$ cat config.mk
export PLATFORM = sky130hd
export DESIGN_NAME = led_scan_mux
export DESIGN_NICKNAME = d
export VERILOG_FILES = /design/src/rtl/led_mux_pkg.sv /design/src/rtl/led_scan_prescaler.sv /design/src/rtl/led_scan_mux.sv
export SDC_FILE = /design/constraint.sdc
export NUM_CORES = 1
export LEC_CHECK = 0
export CAP_MARGIN = 20
export CORE_ASPECT_RATIO = 0.8
export CORE_UTILIZATION = 27
export CTS_CLUSTER_SIZE = 10
export DETAILED_ROUTE_END_ITERATION = 10
export HOLD_SLACK_MARGIN = 0.1
export PLACE_DENSITY = 0.52
export SYNTH_ARGS = -nofsm -noshare
export SYNTH_HDL_FRONTEND = slang
export SYNTH_SLANG_ARGS = --single-unit
$ cat constraint.sdc
create_clock -name clk -period 3.6 [get_ports clk]
set_clock_uncertainty 0.2 [all_clocks]
set_input_delay 0.72 -clock clk [delete_from_list [all_inputs] [get_ports clk]]
set_output_delay 0.72 -clock clk [all_outputs]
set_load 0.01 [all_outputs]
$ cat src/rtl/led_mux_pkg.sv
// Shared types and constants for the LED scan multiplexer: state encoding,
// a constant clog2 and the all-off segment pattern for common-anode displays.
package led_mux_pkg;

  typedef enum logic {
    BLANK = 1'b0,
    SHOW  = 1'b1
  } scan_state_t;

  // Segments are active-low on common-anode parts, so all ones means dark.
  localparam logic [63:0] BLANK_SEG_ALL = '1;

  function automatic int clog2(input int value);
    int r;
    r = 0;
    while ((1 << r) < value) r++;
    return r;
  endfunction

endpackage

$ cat src/rtl/led_scan_prescaler.sv
// Scan-rate prescaler: counts 0..PRESCALE-1 and pulses tick on the last count.
// tick is decoded from the counter register; no backpressure, free-running.
module led_scan_prescaler
  import led_mux_pkg::*;
#(
  parameter int PRESCALE = 50000
) (
  input  logic clk,
  input  logic rst_n,
  output logic tick
);

  localparam int CW = (clog2(PRESCALE) < 1) ? 1 : clog2(PRESCALE);
  localparam logic [CW-1:0] CNT_LAST = CW'(PRESCALE - 1);

  logic [CW-1:0] cnt_q, cnt_d;

  always_comb begin
    tick  = (cnt_q == CNT_LAST);
    cnt_d = tick ? '0 : cnt_q + CW'(1);
  end

  always_ff @(posedge clk or negedge rst_n) begin
    if (!rst_n) cnt_q <= '0;
    else        cnt_q <= cnt_d;
  end

endmodule

$ cat src/rtl/led_scan_mux.sv
// Multi-digit LED scanner with blanking, per-digit enable and optional PWM dimming
// (LED_SCAN_MUX_BRIGHTNESS_EN); outputs are registered, updated on the slot edge, no backpressure.
module led_scan_mux
  import led_mux_pkg::*;
#(
  parameter int NUM_DIGITS  = 8,
  parameter int SEG_W       = 8,
  parameter int PRESCALE    = 50000,
  parameter int DWELL_TICKS = 4,
  parameter int BLANK_TICKS = 1,
  parameter logic [SEG_W-1:0] BLANK_SEG = BLANK_SEG_ALL[SEG_W-1:0]
) (
  input  logic                        clk,
  input  logic                        rst_n,
  input  logic [NUM_DIGITS*SEG_W-1:0] seg_in,
  input  logic [NUM_DIGITS-1:0]       dig_en,
`ifdef LED_SCAN_MUX_BRIGHTNESS_EN
  input  logic [3:0]                  brightness,
`endif
  output logic [NUM_DIGITS-1:0]       sel_n,
  output logic [SEG_W-1:0]            seg_out,
  output logic                        frame_start
);

  localparam int IW    = clog2(NUM_DIGITS);
  localparam int MAX_T = (DWELL_TICKS > BLANK_TICKS) ? DWELL_TICKS : BLANK_TICKS;
  localparam int PW    = clog2(MAX_T + 1);
  localparam logic [IW-1:0] IDX_LAST = IW'(NUM_DIGITS - 1);
  localparam logic [PW-1:0] DW_LAST  = PW'(DWELL_TICKS - 1);
  localparam logic [PW-1:0] BT_LAST  = PW'((BLANK_TICKS > 0) ? BLANK_TICKS - 1 : 0);

  logic tick;

  led_scan_prescaler #(
    .PRESCALE(PRESCALE)
  ) u_prescaler (
    .clk  (clk),
    .rst_n(rst_n),
    .tick (tick)
  );

  scan_state_t           state_q, state_d;
  logic [PW-1:0]         phase_q, phase_d;
  logic [IW-1:0]         idx_q, idx_d, nxt_idx;
  logic                  first_q, first_d;
  logic [NUM_DIGITS-1:0] sel_hold_q, sel_hold_d;
  logic [NUM_DIGITS-1:0] sel_n_q, sel_n_d;
  logic [SEG_W-1:0]      seg_q, seg_d;
  logic                  frame_q, frame_d;
  logic                  show_entry, blank_entry;

  // All transitions happen on a tick, so with no blanking the first slot
  // is still a full DWELL_TICKS*PRESCALE long.
  always_comb begin
    state_d     = state_q;
    phase_d     = phase_q;
    idx_d       = idx_q;
    first_d     = first_q;
    sel_hold_d  = sel_hold_q;
    seg_d       = seg_q;
    frame_d     = 1'b0;
    show_entry  = 1'b0;
    blank_entry = 1'b0;
    nxt_idx     = (first_q || idx_q == IDX_LAST) ? '0 : idx_q + IW'(1);

    if (tick) begin
      phase_d = phase_q + PW'(1);
      case (state_q)
        BLANK: if (phase_q == BT_LAST) show_entry = 1'b1;
        SHOW: begin
          if (phase_q == DW_LAST) begin
            if (BLANK_TICKS > 0) blank_entry = 1'b1;
            else                 show_entry  = 1'b1;
          end
        end
        default: ;
      endcase
    end

    if (show_entry) begin
      state_d = SHOW;
      phase_d = '0;
      idx_d   = nxt_idx;
      first_d = 1'b0;
      frame_d = (nxt_idx == '0);
      // Disabled digits still consume their slot to keep the refresh rate fixed.
      if (dig_en[nxt_idx]) begin
        sel_hold_d = ~(NUM_DIGITS'(1) << nxt_idx);
        seg_d      = seg_in[nxt_idx*SEG_W +: SEG_W];
      end else begin
        sel_hold_d = '1;
        seg_d      = BLANK_SEG;
      end
    end

    if (blank_entry) begin
      state_d    = BLANK;
      phase_d    = '0;
      sel_hold_d = '1;
      seg_d      = BLANK_SEG;
    end
  end

`ifdef LED_SCAN_MUX_BRIGHTNESS_EN
  logic [3:0] pwm_q, pwm_d;

  // Gate against the next PWM value so the pad register stays in step with it.
  always_comb begin
    pwm_d   = (pwm_q == 4'd14) ? 4'd0 : pwm_q + 4'd1;
    sel_n_d = (pwm_d < brightness) ? sel_hold_d : '1;
  end

  always_ff @(posedge clk or negedge rst_n) begin
    if (!rst_n) pwm_q <= 4'd0;
    else        pwm_q <= pwm_d;
  end
`else
  always_comb begin
    sel_n_d = sel_hold_d;
  end
`endif

  always_ff @(posedge clk or negedge rst_n) begin
    if (!rst_n) begin
      state_q    <= BLANK;
      phase_q    <= '0;
      idx_q      <= '0;
      first_q    <= 1'b1;
      sel_hold_q <= '1;
      sel_n_q    <= '1;
      seg_q      <= BLANK_SEG;
      frame_q    <= 1'b0;
    end else begin
      state_q    <= state_d;
      phase_q    <= phase_d;
      idx_q      <= idx_d;
      first_q    <= first_d;
      sel_hold_q <= sel_hold_d;
      sel_n_q    <= sel_n_d;
      seg_q      <= seg_d;
      frame_q    <= frame_d;
    end
  end

  assign sel_n       = sel_n_q;
  assign seg_out     = seg_q;
  assign frame_start = frame_q;

endmodule

==> impl_metrics.yaml <==
pwr:
  p_comb_share_pct: 11.5
  worst_ir_drop_vdd_mv: 0.170
  pwr-share-seq_pct: 45.6
  intPower_w: 0.000825
  netSwitchingFraction_pct: 19.0
  switchingPower_w: 0.000193
  power_per_cell_area_nw_per_um2: 283
  leakagePower_nw: 1.47
  power_frac_clock_pct: 42.9
yosys:
  synth-edff-count: 0
  ys_types: 53
  avgSynthCellArea_um2: 9.72
  yosysWarnings: 0
  syn-num-nets: 335
  async_flop_share_pct: 100
  ys_seq_area_share_pct: 42.3
  syn_inst: 255
  netlist_area_um2: 2480
  synth_flop_cell: "dfrtp_1"
  synth-seq-cells: 41
drt:
  drt_wl_total_mm: 7.47
  wl_per_cell_um: 16.5
  antenna_left: 0
  viasPerCell: 4.93
  remaining_drc_errors: 0
  drt-initial-drc-count: 102
  firstDrtPassIters: 4
  dr_total_vias: 2234
setup_path:
  cp_cell_sequence: "ha_1, ha_1, or3b_2, a311oi_1, a32oi_1, nor2_1, a31oi_1"
  cp_num_buf_inv: 0
  cpMostUsedCell: "ha_1"
  cp_max_fo: 12
  ff2ff_path_depth: 7
  critPathLaunchType: "register"
  setup.worst_path.end: "sel_n[7]$_DFFE_PN1P_"
  worstPathArrival_ns: 3.10
  crit_family: "simple AND/OR/NAND/NOR gates"
  worstPathRequired_ns: 3.56
  r2r_slack_ns: 0.46
  worst-setup-path-type: "reg -> reg"
  crit_slowest_cell: "nor2_1"
  cp-end-kind: "register"
  critPathLaunch: "idx_q[0]$_DFFE_PN0P_"
  crit_cells: 7
  r2r-end: "sel_n[7]$_DFFE_PN1P_"
  cpPeakStageDelay_ns: 0.72
  r2r_start: "idx_q[0]$_DFFE_PN0P_"
place:
  place_hpwl_mm: 5.86
  placed_area_um2: 3460
  io_buffers: 90
  gp_congestion: 0.813
timing:
  setup-tns-final_ns: 0
  slew_violations: 0
  fmax_ghz: 0.319
  max_slew_margin_pct: 39.6
  hold_viol: 0
  fin_crit_sh_pct: 87.2
  tightest_slew_ns: 0.903
  rsz0062_at_grt: "no"
  final-setup-viol-count: 0
  fin_crit_ns: 3.14
clock_network:
  cts_resized: 0
  numClockSinks: 41
  htree_levels: 2
  hold_buffers: 0
  clk_latency_ns: 0.27
  cts_buffers: 5
  root_buffer: "clkbuf_16"
  clk_pin_slew_ns: 0.06
  post-cts-setup-buffer-count: 0
  cts_tree: "done"
  cts_buffer_depth: 2
min_path:
  hp-class: "reg -> reg"
die:
  fp.coreArea_um2: 8670
  rows: 30
  initial_core_util_pct: 28.6
  die_h_um: 87.7
  io_pins: 91
  dieWidth_um: 109
  dieArea_um2: 9560
grt:
  grt_antenna_before_repair: 0
  grt_first_pass_wirelength_mm: 11.9
  track_usage_pct: 16.4
  grt_max_degree: 42
  globalRouteOverflowTotal: 0
  grt_pass1_vias: 2180
job:
  drv_cap: 0
final_layout:
  final_nets: 420
  final_cell_mix: "clkdlybuf4s50_1, nor2_1, dfrtp_1"
  syn_to_final_growth_pct: 45.5
  seqCellArea_um2: 1050
  drive_above_1_share_pct: 13.8
  nFillCells: 843
  multi_input_area_um2: 1320
  final_area_um2: 3600
  diodes: 0
  layout_commonest_cell: "clkdlybuf4s50_1"
outcome:
  status: "finished, final reports clean"
## synthesized netlist by cell type (all sizes together) (2+ instances only)
cell / instances / area [um2]
and3: 8 / 50.1
mux2i: 6 / 60.1
nor2b: 2 / 12.5
dfrtp: 24 / 601
o22ai: 3 / 18.8
buf: 6 / 51.3
nor4: 2 / 27.5
a221o: 4 / 40.0
or4: 2 / 15.0
o21ai: 16 / 80.1
xnor2: 3 / 26.3
o31ai: 3 / 22.5
ha: 6 / 75.1
a21oi: 19 / 98.9
dfstp: 17 / 447
mux2: 5 / 56.3
o21bai: 2 / 15.0
nor3: 6 / 35.0
or4b: 2 / 23.8
or3: 3 / 18.8
nand2b: 3 / 18.8
mux4: 5 / 113
clkbuf: 11 / 41.3
nand3: 7 / 35.0
nor3b: 2 / 15.0
a31oi: 6 / 37.5
nor2: 30 / 113
xor2: 9 / 78.8
and2: 4 / 25.0
or3b: 2 / 17.5
nand4: 2 / 12.5
o211ai: 3 / 22.5
nand2: 17 / 66.3
inv: 4 / 15.0
## flip-flops by register name (all words and copies together), names as in the netlist
register / cells
frame_start: 1
phase_q: 3
idx_q: 3
sel_n: 8
state_q: 1
u_prescaler.cnt_q: 16
first_q: 1
seg_out: 8
## kinds of logic (layout without fill, tap and decap cells)
group	Yosys count	count (layout)	share of synthesized area, %
buffers and inverters	21	107	4.34
DFF	41	41	42.3
adders and majority gates	6	6	3.03
AOI/OAI and AO/OA	62	62	15.7
xor gates and xnor gates	12	12	4.24
and+or+nand+nor	97	97	21.2
muxes	16	16	9.24
## final cells by class
type	count	share of cell area, %
multi-input cells	193	36.7
inverters	4	0.417
flip-flops and latches	41	29.1
well taps	112	3.89
repair buffers	95	25.9
clock buffers	8	4.06
## worst min path at each step
| stage | cells past startpoint | endpoint | start | slack, ns |
|---|---|---|---|---|
| after floorplan | 0 | frame_start$_DFF_PN0_ | rst_n | 0.22 |
| after global placement | 1 | u_prescaler.cnt_q[0]$_DFF_PN0_ | u_prescaler.cnt_q[0]$_DFF_PN0_ | 0.28 |
| after detailed placement | 1 | u_prescaler.cnt_q[13]$_DFF_PN0_ | u_prescaler.cnt_q[13]$_DFF_PN0_ | 0.28 |
| after CTS | 1 | u_prescaler.cnt_q[13]$_DFF_PN0_ | u_prescaler.cnt_q[13]$_DFF_PN0_ | 0.29 |
| after global routing | 2 | sel_n[6]$_DFFE_PN1P_ | sel_n[6]$_DFFE_PN1P_ | 0.32 |
| final | 1 | u_prescaler.cnt_q[0]$_DFF_PN0_ | u_prescaler.cnt_q[0]$_DFF_PN0_ | 0.28 |
## power by group through the flow
stage / registers, W / logic, W / clock network [W]
global route: 0.000465 / 0.000127 / 0.000468
floorplan: 0.000473 / 0.0000214 / 0
finish: 0.000465 / 0.000117 / 0.000437
detailed placement: 0.000472 / 0.000118 / 0
CTS: 0.000465 / 0.000119 / 0.000448
global placement: 0.000472 / 0.000118 / 0
## routing by layer
| layer | track usage, % | part of all wire (%) | wire, um |
|---|---|---|---|
| met5 | 0 | 0 | 0 |
| met4 | 3.81 | 1.4 | 104 |
| met3 | 3.50 | 4.7 | 350 |
| met2 | 24.9 | 45 | 3380 |
| met1 | 23.8 | 49 | 3630 |
## metrics by stage
stage               setup slack, ns  util [%]  hold slack [ns]  total power, W  cells
floorplan                      1.10         -            0.224        0.000494    255
detailed placement            0.514      39.9            0.275        0.000590    445
global route                  0.293      41.6            0.323         0.00106    453
CTS                           0.488      41.6            0.286         0.00103    453
finish                        0.461      41.6            0.283         0.00102    453
global placement              0.575      39.9            0.278        0.000590    445
(Power assumes the default switching activity.)
==> RTL edit (same settings) <==
`DWELL_TICKS`: 4 -> 6.
--- a/src/rtl/led_scan_mux.sv
+++ b/src/rtl/led_scan_mux.sv
@@ -7,5 +7,5 @@
   parameter int SEG_W       = 8,
   parameter int PRESCALE    = 50000,
-  parameter int DWELL_TICKS = 4,
+  parameter int DWELL_TICKS = 6,
   parameter int BLANK_TICKS = 1,
   parameter logic [SEG_W-1:0] BLANK_SEG = BLANK_SEG_ALL[SEG_W-1:0]
Behaviour: same outputs for any inputs over 10 cycles, from zero or initial values and one cycle with rst_n low; that may be too few to reach the edited logic, so the function may still have changed.
==> RTL edit against the original RTL <==
Design area increased by 2.0%; clock power up 4.6%; synthesized area is 1.5% higher; worst setup slack improved by 0.37 ns; power up 1.0%; worst hold slack improved by 0.010 ns; global-route usage shrank 1.6 points; sequential cell count is the same; routed wire length is 5.3% lower.
==> RTL edit: results (changes against the original RTL) <==
[run_status]
outcome = completed  ; unchanged

[clock_network]
clk_path_buf_depth = 2  ; unchanged
post_cts_buffers = 0  ; unchanged
insertion_delay_ns = 0.28
cts_buffers = 5  ; unchanged
root_buffer = clkbuf_16  ; unchanged
cts-resized-gates = 0  ; unchanged
clkTransAtPathRegs_ns = 0.06  ; about the same
htreeDepth = 2  ; unchanged

[min_path]
min_to = u_prescaler.cnt_q[0]$_DFF_PN0_  ; unchanged
hp-start = u_prescaler.cnt_q[0]$_DFF_PN0_  ; unchanged
holdPathStages = 1  ; unchanged
hold_class = flip-flop to flip-flop  ; unchanged

[synthesis]
synthTopCellsByCount = nor2_1, dfrtp_1, nand2_1, dfstp_2, a21oi_1  ; was nor2_1, dfrtp_1, a21oi_1, dfstp_2
yosysWarnings = 0  ; unchanged
yosysSeqAreaShare_pct = 41.7  ; was 42.3%
yosysUniqueCellTypes = 47  ; was 53
synthesis.nets = 341  ; was 335
synthTopCellsByArea = dfrtp_1, dfstp_2, nor2_1  ; was dfrtp_1, dfstp_2, mux4_2
async_flop_share_pct = 100  ; unchanged

[pwr]
leakagePower_nw = 1.46  ; was 1.47 nW
p_int_mw = 0.818  ; was 0.825 mW
peakVddDrop_mv = 0.163  ; was 0.170 mV

[placement]
place_congestion = 0.746  ; was 0.813
placedInstanceArea_um2 = 3530  ; was 3460 um2
dpl.hpwl_mm = 5.33  ; was 5.86 mm
numPortBuffers = 90  ; unchanged

[route]
drt_first_pass_iters = 4  ; unchanged
vias = 2269  ; was 2234
drt_wl_total_mm = 7.07  ; was 7.47 mm
first_iter_violations = 76  ; was 102

[layout]
top_register = u_prescaler.cnt_q  ; unchanged
drive_gt1_share_pct = 14.0  ; was 13.8%
nFillCells = 904  ; was 843
antenna_cells = 0  ; unchanged
largest_register_ffs = 16  ; unchanged
final_nets = 429  ; was 420

[global_route]
antenna_found_initial = 0  ; unchanged
grt_start_max_net_pins = 42  ; unchanged
grt_usage_pct = 14.8  ; was 16.4%
grt_pass1_vias = 2158  ; was 2180
grt_first_pass_wirelength_mm = 10.9  ; was 11.9 mm

[worst_setup_path]
worst_r2r_path_depth = 7  ; unchanged
r2r-end = seg_out[3]$_DFFE_PN1P_  ; was sel_n[7]$_DFFE_PN1P_
reg2reg_from = idx_q[0]$_DFFE_PN0P_  ; unchanged
cpPeakStageDelay_ns = 0.48  ; was 0.72 ns
cp_max_fo = 10  ; was 12
crit_arrival_ns = 2.76  ; was 3.10 ns
r2r_slack_ns = 0.83  ; was 0.46 ns
cp_slowest_cell = nor3b_4  ; was nor2_1

[timing]
tightestPinTransition_ns = 0.907  ; was 0.903 ns

## RTL edit: changes by cell type after synthesis, sizes merged, moves of 6 or more
| cell | before | now |
|---|---|---|
| nor2 | 30 | 40 |
| clkbuf | 11 | 3 |
| o21ai | 16 | 7 |
| mux2i | 6 | 12 |
| a221oi | 1 | 8 |
## RTL edit: how the worst max path moves through the flow
stage / start / slack, ns / endpoint
finish: idx_q[0]$_DFFE_PN0P_ / 0.83 / seg_out[3]$_DFFE_PN1P_
global route: idx_q[0]$_DFFE_PN0P_ / 0.60 / seg_out[4]$_DFFE_PN1P_
CTS: idx_q[0]$_DFFE_PN0P_ / 0.82 / seg_out[3]$_DFFE_PN1P_
detailed placement: idx_q[0]$_DFFE_PN0P_ / 0.84 / seg_out[3]$_DFFE_PN1P_
global placement: idx_q[0]$_DFFE_PN0P_ / 0.93 / seg_out[4]$_DFFE_PN1P_
floorplan: idx_q[0]$_DFFE_PN0P_ / 1.25 / sel_n[2]$_DFFE_PN1P_
## RTL edit: cells by family after synthesis
kind of cell | synth area share (%)
muxes | 7.91
AOI/OAI and AO/OA | 18.4
and+or+nand+nor | 19.9
adders and majority gates | 2.99
buffers and inverters | 3.93
xor gates and xnor gates | 5.23
DFF | 41.7
## RTL edit: worst max-delay path, delay by kind of cell (launching register included)
family | cells | cell delay [ns]
flops | 1 | 0.38
compound gates | 4 | 1.03
simple gates | 1 | 0.48
fa+ha+maj | 2 | 0.58
## RTL edit: power by group through the flow
| stage | registers, mW | logic [mW] | clock network, mW |
|---|---|---|---|
| 2_1_floorplan | 0.470 | 0.0193 | 0 |
| 3_3_place_gp | 0.469 | 0.111 | 0 |
| 3_5_place_dp | 0.469 | 0.111 | 0 |
| 4_1_cts | 0.462 | 0.111 | 0.467 |
| 5_1_grt | 0.462 | 0.119 | 0.479 |
| 6_report | 0.462 | 0.110 | 0.457 |
## RTL edit: cell type report
cell class / instances / area (um2) / area share (%)
Clock buffer: 6 / 139 / 3.78
Inverter: 8 / 30.0 / 0.816
Sequential cell: 41 / 1050 / 28.5
Timing Repair Buffer: 94 / 926 / 25.2
Tap cell: 115 / 144 / 3.91
Multi-Input combinational cell: 199 / 1380 / 37.5
Clock inverter: 2 / 13.8 / 0.374
## RTL edit: through the flow
stage                     cells  utilization [%]  worst slack, ns  power (mW)  hold slack [ns]
after floorplan             261                -             1.25       0.489            0.224
final                       465             40.7            0.828        1.03            0.293
after detailed placement    457             39.0            0.836       0.580            0.283
after CTS                   465             40.7            0.824        1.04            0.291
after global placement      457             39.0            0.932       0.581            0.274
after global routing        465             40.7            0.602        1.06            0.315
## RTL edit: layer usage
metal	track usage, %	share of wire [%]
met5	0	0
met4	4.36	1.1
met3	2.95	6.4
met2	21.7	42
met1	21.7	50
